==> src/rtl/gemm_pkg.sv <==
// Shared GEMM datapath constants and helpers.
// Used by the join stage, MAC elements and array stages.
package gemm_pkg;

  localparam int GEMM_A_WIDTH   = 8;
  localparam int GEMM_B_WIDTH   = 8;
  localparam int GEMM_ACC_WIDTH = 32;
  localparam int GEMM_K_LEN     = 4;
  localparam int GEMM_MAX_WIDTH = 64;

  // Sign-extend the low w bits of v to 64 bits.
  function automatic logic [63:0] sext(
    input logic [63:0] v,
    input int unsigned w
  );
    logic [63:0] s;
    s = v << (64 - w);
    return $unsigned($signed(s) >>> (64 - w));
  endfunction

endpackage

==> src/rtl/stream_dot_acc.sv <==
// Streaming signed dot product: K_LEN {a,b} beats in,
// one accumulated result out on a valid/ready stream.
// Ports: clk, reset_n (async low),
//   i_valid/i_ready/i_data = {a,b} operand beats,
//   o_valid/o_ready/o_data = dot product,
//   o_count = beats taken into the open group.
module stream_dot_acc
  import gemm_pkg::*;
#(
  parameter int A_WIDTH   = GEMM_A_WIDTH,
  parameter int B_WIDTH   = GEMM_B_WIDTH,
  parameter int ACC_WIDTH = GEMM_ACC_WIDTH,
  parameter int K_LEN     = GEMM_K_LEN
) (
  input  logic                         clk,
  input  logic                         reset_n,
  input  logic                         i_valid,
  output logic                         i_ready,
  input  logic [A_WIDTH+B_WIDTH-1:0]   i_data,
  output logic                         o_valid,
  input  logic                         o_ready,
  output logic [ACC_WIDTH-1:0]         o_data,
  output logic [$clog2(K_LEN+1)-1:0]   o_count
);

  localparam int PW = A_WIDTH + B_WIDTH;
  localparam int CW = $clog2(K_LEN + 1);
  localparam logic [CW-1:0] LAST = CW'(K_LEN - 1);

  if (ACC_WIDTH < PW || ACC_WIDTH > GEMM_MAX_WIDTH)
  begin : g_bad_acc
    $error("stream_dot_acc: bad ACC_WIDTH");
  end

  if (K_LEN < 1) begin : g_bad_k
    $error("stream_dot_acc: K_LEN < 1");
  end

  logic                        en;
  logic                        take;
  logic signed [A_WIDTH-1:0]   a;
  logic signed [B_WIDTH-1:0]   b;
  logic signed [PW-1:0]        p;
  logic                        p_valid;
  logic                        p_last;
  logic [CW-1:0]               cnt;
  logic [ACC_WIDTH-1:0]        acc;
  logic [ACC_WIDTH-1:0]        sum;

  // Whole pipe moves together; a held result
  // back-pressures straight through to i_ready.
  assign en      = !o_valid || o_ready;
  assign i_ready = en;
  assign take    = i_valid && en;

  assign a = i_data[PW-1 -: A_WIDTH];
  assign b = i_data[B_WIDTH-1:0];

  assign sum = acc
             + ACC_WIDTH'(sext(64'($unsigned(p)), PW));

  assign o_count = cnt;

  // Product stage, kept as its own register for DSP mapping.
  always_ff @(posedge clk or negedge reset_n) begin
    if (!reset_n) begin
      p       <= '0;
      p_valid <= 1'b0;
      p_last  <= 1'b0;
      cnt     <= '0;
    end else if (en) begin
      p_valid <= take;
      if (take) begin
        p      <= PW'(a) * PW'(b);
        p_last <= (cnt == LAST);
        cnt    <= (cnt == LAST) ? '0 : cnt + CW'(1);
      end
    end
  end

  // Accumulate stage; the last product of a group
  // goes straight to the output and clears acc.
  always_ff @(posedge clk or negedge reset_n) begin
    if (!reset_n) begin
      acc     <= '0;
      o_data  <= '0;
      o_valid <= 1'b0;
    end else if (en) begin
      if (p_valid && p_last) begin
        o_data  <= sum;
        o_valid <= 1'b1;
        acc     <= '0;
      end else begin
        o_valid <= 1'b0;
        if (p_valid) begin
          acc <= sum;
        end
      end
    end
  end

endmodule

==> config.mk <==
export PLATFORM = sky130hd
export DESIGN_NAME = stream_dot_acc
export DESIGN_NICKNAME = d
export VERILOG_FILES = /design/src/rtl/gemm_pkg.sv /design/src/rtl/stream_dot_acc.sv
export SDC_FILE = /design/constraint.sdc
export NUM_CORES = 1
export LEC_CHECK = 0
export ABC_AREA = 1
export BUFFER_PORTS_ARGS = -buffer_cell sky130_fd_sc_hd__buf_2
export CAP_MARGIN = 30
export CELL_PAD_IN_SITES_DETAIL_PLACEMENT = 1
export CELL_PAD_IN_SITES_GLOBAL_PLACEMENT = 1
export CORE_MARGIN = 2
export CORE_UTILIZATION = 45
export DETAILED_ROUTE_END_ITERATION = 10
export PLACE_DENSITY = 0.8
export SYNTH_ARGS = -nofsm -noshare
export SYNTH_HDL_FRONTEND = slang
export SYNTH_SLANG_ARGS = --single-unit
==> constraint.sdc <==
create_clock -name clk -period 2.5 [get_ports clk]
set_input_delay 0 -clock clk [delete_from_list [all_inputs] [get_ports clk]]
set_output_delay 0 -clock clk [all_outputs]
set_load 0.05 [all_outputs]
=== Word-level counts from Yosys, hierarchy flattened ===
Index checks and enable logic that the tools add are counted.
Widths: inputs -> output; s select.

* Flip-flop bits (word level): 86
* Bits in read-only memories: 0
* Latch bits: 0
* Logic and storage cells: 23
* RAM bits: 0
* Output and inout bits: 37
* Memories: 0
* Input bits: 20

* Divide/modulo/power cells: 0
* Shift-type cells: 0
* $add $sub $neg: 2
* Multiply operators: 1
* Eq/ne operators: 1
* Order comparisons: 0
* Multiplexer cells: 4
* Reduce and logical (&&, ||, !) cells: 8
* Bitwise gates (word level): 0

{| class="wikitable"
|+ Operator list
! cell !! number
|-
| $mux 32 || 2
|-
| $add 32x32->32 || 1
|-
| $mul 8x8->16 || 1
|-
| $reduce_and 2->1 || 3
|-
| $add 3x1->3 const B || 1
|-
| $eq 3x2->1 const B || 1
|-
| $mux 3 || 1
|-
| $logic_and 1x1->1 || 2
|-
| $reduce_bool 2->1 || 1
|-
| $logic_not 1->1 || 1
|-
| $logic_or 1x1->1 || 1
|-
| $mux 1 || 1
|}

=== Depth between registers and ports, before layout ===
* Depth in word-level cells: 4
* Mapped depth: 20
* Gate-level depth less buffers: 19

=== Worst setup path after synthesis ===
No wires, ideal clock.

* Kind: input-to-reg
* Start point: in i_data[2]
* End point: reg p[15]
* Setup time: 0.118 ns
* Data required time: 2.382 ns
* Arrival: 3.657 ns
* Buffers on the path: 1
* Cell stages on the path: 19
* Setup slack: -1.275 ns
* Path through: clkbuf_1 nand2_1 inv_1 fa_1 inv_1 fa_1 inv_1 fa_1 inv_1 fa_1 inv_1 ha_1 nand2_1 nor2_1 nand3_1 nand3_1 nand3_1 nand3_1 nand2_1

* Word-level cells in the longest chain between the ends: 1

{| class="wikitable"
|+ Ends and longest elaborated chain
! element !! RTL line !! source
|-
| start: declaration || stream_dot_acc.sv:19 || <nowiki>input logic [A_WIDTH+B_WIDTH-1:0] i_data,</nowiki>
|-
| $mul 8x8->16 || stream_dot_acc.sv:74 || <nowiki>p <= PW'(a) * PW'(b);</nowiki>
|-
| end signal: assignment || stream_dot_acc.sv:74 ||
|-
| end: declaration || stream_dot_acc.sv:43 || <nowiki>logic signed [PW-1:0] p;</nowiki>
|}

No other way between the ends.
A chain may end at the register's enable or synchronous reset.

=== Worst setup path in the final report ===
* Start point: in i_data[10]
* End point: reg p[14]

Same word-level chain as after synthesis.

==> metrics.sh <==
VDD_DROP_MAX_V=0.000572
FAILED_CHECKS='setup timing'
DPL.HPWL_UM=19500
REGISTER_AREA_UM2=2150
POST_DP_CELL_AREA_UM2=9380
GP_ROUTABILITY_CONGESTION=0.917
WORST_CLOCK_SKEW_NS=0.0163
SETUP.WORST_PATH.START_CLASS='input pin'
COUNT_OF_WARNINGS_EMITTED_BY_YOSYS=0
CRIT_TYPE='input pin to flop'
SETUP_REPAIR_AFTER_GLOBAL_ROUTING_MISSED_ITS_MARGIN='true'
CLK_TRANSITION_REPORTED_PATHS_NS=0.08
CTS.HTREE.LEVELS=3
MULTI_INPUT_GATE_AREA_UM2=5640
YS_SEQ_ELEMENTS=86
FIN_NETS=1467
ANTENNADIODECOUNT=0
FINALMAXSLEWVIOLATIONS=0
FINAL_CRITICAL_PATH_SETUP_SLACK_NS=-0.973
ANT_NETS=0
DRIVE_GT1_SHARE_PCT=22.0
HOLD_VIOL_FINAL=0
SYN_AREA_UM2=8330
DIE_OUTLINE_AREA_UM2=19600
ENDPOINT_KIND_OF_THE_WORST_SETUP_TIMING_PATH='flop'
CTS.SINK_COUNT=86
INTERNAL_POWER_W=0.00717
TYPE_OF_THE_MOST_CRITICAL_HOLD_PATH='input pin to flop'
TIMING.CRITICAL_PATH.FROM='i_data[10]'
HOLD_SLACK_NS=0.122
DESIGN_AREA_UM2=10500
GRT_ANTENNA_BEFORE_REPAIR=0
SYNTH-EDFF-COUNT=0
ACTUAL_TRANSITION_AT_THE_WORST_MAX_TRANSITION_PIN_NS=0.754
MAXSLEWHEADROOM_PCT=49.7
CRIT_FANOUT=4
FIRST_GLOBAL_VIAS=8637
R2R_CELLS=10
GRT_FIRST_PASS_WIRELENGTH_UM=42400
CTS-BUFFERS-INSERTED=9
POWER_FRAC_CLOCK_PCT=8.5
P_LEAK_nW=6.01
SETUP.REG_TO_REG.WORST_SLACK_NS=0.21
SYNTHDISTINCTLIBCELLS=33
MOSTFREQUENTLAYOUTCELL='nand2_1'
DRC=0
SYNTHESIS.NETS=1358
FINAL_UTIL_PCT=57.8
SWITCHING_SHARE_PCT=55.4
BUFFER_PORTS.INSERTED=56
SWITCHING_POWER_W=0.00891
POWERDENSITY_nW_PER_UM2=1540
YS.FLOP_TYPE='dfrtp_1'
WORST_R2R_ENDPOINT='o_data[30]'
CORE-AREA_UM2=18100
FMAX_GHz=0.288
WL_PER_CELL_UM=18.7
AVGVIACOUNTPERCELL=5.22
RR_STARTPOINT='p[15]'
PIN_COUNT_OF_THE_BIGGEST_NET_ENTERING_GLOBAL_ROUTING=87
DRT_FIRST_PASS_ITERS=7
AVGSYNTHCELLAREA_UM2=6.83
DRTITER0DRC=361
INSERTION_DELAY_NS=0.37
CHIPWIDTH_UM=140
ROOT_BUFFER='clkbuf_16'
CHIPHEIGHT_UM=140
ROUTED-VIA-COUNT=8158
TIMING.CRITICAL_PATH.TO='p[14]'
COMBPWRFRAC_PCT=76.5
ROW_COUNT=49
DRT-TOTAL-WL_UM=29200
CLOCKBUFFERDEPTH=2
SYNTHCELLS=1221
CLOCK_PERIOD_MINUS_WORST_SLACK_NS=3.47
AREA_GROWTH_PCT=25.4
PLACE_WS_NS=-1.20
RUN_STATUS='finished, violations left'
FINAL_NUMBER_OF_SETUP_VIOLATING_ENDPOINTS=11
PERIOD_SHARE_PCT=139
DRV_CAP=0
SEQ_POWER_SHARE_PCT=15.0
FILLERS=2308
INITIAL_CORE_UTIL_PCT=46.1
CP_DATA_ARRIVAL_TIME_NS=3.74
GR-USAGE-ALL-LAYERS_PCT=27.1
TOP_LEVEL_PORTS=57
SYNTH_ASYNC_SR_FLOP_SHARE_PCT=100
CTS_TREE='done'
MOST-COMMON-LAYOUT-CELLS='414 x nand2_1, 229 x inv_1, 86 x dfrtp_1, 66 x nand3_1, 51 x buf_4'
GRT-OVFL-TOTAL=0
CRITICAL_PATH_REQUIRED_NS=2.77
YS_SEQ_AREA_SHARE_PCT=25.8
power by group through the flow:
stage	sequential (W)	clock, W	combinational (W)
2_1_floorplan	0.00328	0	0.00627
3_3_place_gp	0.00240	0	0.00963
3_5_place_dp	0.00242	0	0.0100
4_1_cts	0.00240	0.00138	0.0110
5_1_grt	0.00248	0.00144	0.0135
6_report	0.00242	0.00136	0.0123
sequential cells by signal (all words and copies together) (netlist names):
register / count
o_valid: 1
p_last: 1
o_data: 32
acc: 32
p: 16
p_valid: 1
o_count: 3
metrics by stage:
step | total power [W] | TNS [ns] | instances
final | 0.0161 | -7.86 | 1564
after global placement | 0.0120 | -10.04 | 1529
after floorplan | 0.00955 | -7.86 | 1221
after global routing | 0.0174 | -8.65 | 1564
after detailed placement | 0.0125 | -11.10 | 1529
after CTS | 0.0147 | -5.74 | 1556
cells by family (layout without fill, tap and decap cells):
logic type                 count (synthesis)  after routing  share of synthesized area (%)
DFF                                       86             86                           25.8
adders and majority gates                117            117                           22.6
AOI/OAI and AO/OA                         80             80                           5.15
xor gates and xnor gates                  16             16                           1.68
muxes                                      1              1                          0.135
and+or+nand+nor                          620            620                           30.9
buffers and inverters                    301            415                           13.8
repair_timing:
item,CTS,global route
pin swaps,52,75
hold buffers,2,0
hold endpoints to repair,88,0
endpoints found under the setup margin,11,11
buffers inserted,9,10
gates resized for setup,103,82
worst min-delay path by stage:
stage / endpoint / cells past startpoint / slack [ns] / start
5_1_grt: p_last / 3 / 0.14 / i_valid
3_3_place_gp: o_data[4] / 2 / 0.07 / reset_n
2_1_floorplan: acc[0] / 0 / -0.30 / reset_n
6_report: p_last / 3 / 0.12 / i_valid
4_1_cts: o_count[1] / 4 / 0.1 / i_valid
3_5_place_dp: o_data[4] / 2 / 0.07 / reset_n
layer usage:
| layer | vias up | wire (µm) | track usage [%] |
|---|---|---|---|
| li1 | 3875 | - | - |
| met1 | 3997 | 11600 | 32.0 |
| met2 | 193 | 15400 | 52.1 |
| met3 | 93 | 942 | 3.01 |
| met4 | 0 | 1240 | 7.60 |
| met5 | - | 0 | 0 |
Yosys cell counts (2+ instances only):
library cell,instances,area share [%]
nand4_1,8,0.60
a31oi_1,6,0.45
and2_1,3,0.23
a21oi_1,32,1.9
nand2_2,8,0.60
o31ai_1,2,0.18
inv_2,4,0.18
clkbuf_1,20,0.90
or2_2,4,0.30
nand3_2,3,0.36
nor2_2,6,0.45
a21o_1,3,0.27
o21ai_0,32,1.9
o21bai_1,3,0.27
or2_1,2,0.15
inv_1,267,12
nand3b_1,10,0.90
nor3_1,5,0.30
xnor2_1,10,1.1
buf_2,7,0.42
ha_1,61,9.2
nor2_1,54,2.4
fa_1,56,13
nand2_1,439,20
dfrtp_1,86,26
xor2_1,6,0.63
nand3_1,77,4.6
clkbuf_4,2,0.18
cell type report:
| cell class | instances | area share (%) |
|---|---|---|
| Multi-Input combinational cell | 834 | 53.9 |
| Inverter | 271 | 9.90 |
| Clock buffer | 9 | 2.15 |
| Tap cell | 229 | 2.74 |
| Sequential cell | 86 | 20.6 |
| Clock inverter | 7 | 0.694 |
| Timing Repair Buffer | 128 | 10.0 |
worst max-delay path: stages:
cell	delay, ns
buf_6	0.11
nor2_1	0.23
fa_1	0.48
fa_2	0.52
fa_1	0.60
inv_1	0.07
fa_1	0.56
inv_1	0.08
ha_4	0.35
nand2_2	0.11
nor2_2	0.17
nand3_2	0.13
nand3_2	0.12
nand2_1	0.06
a31oi_1	0.15
(Power assumes the default switching activity.)
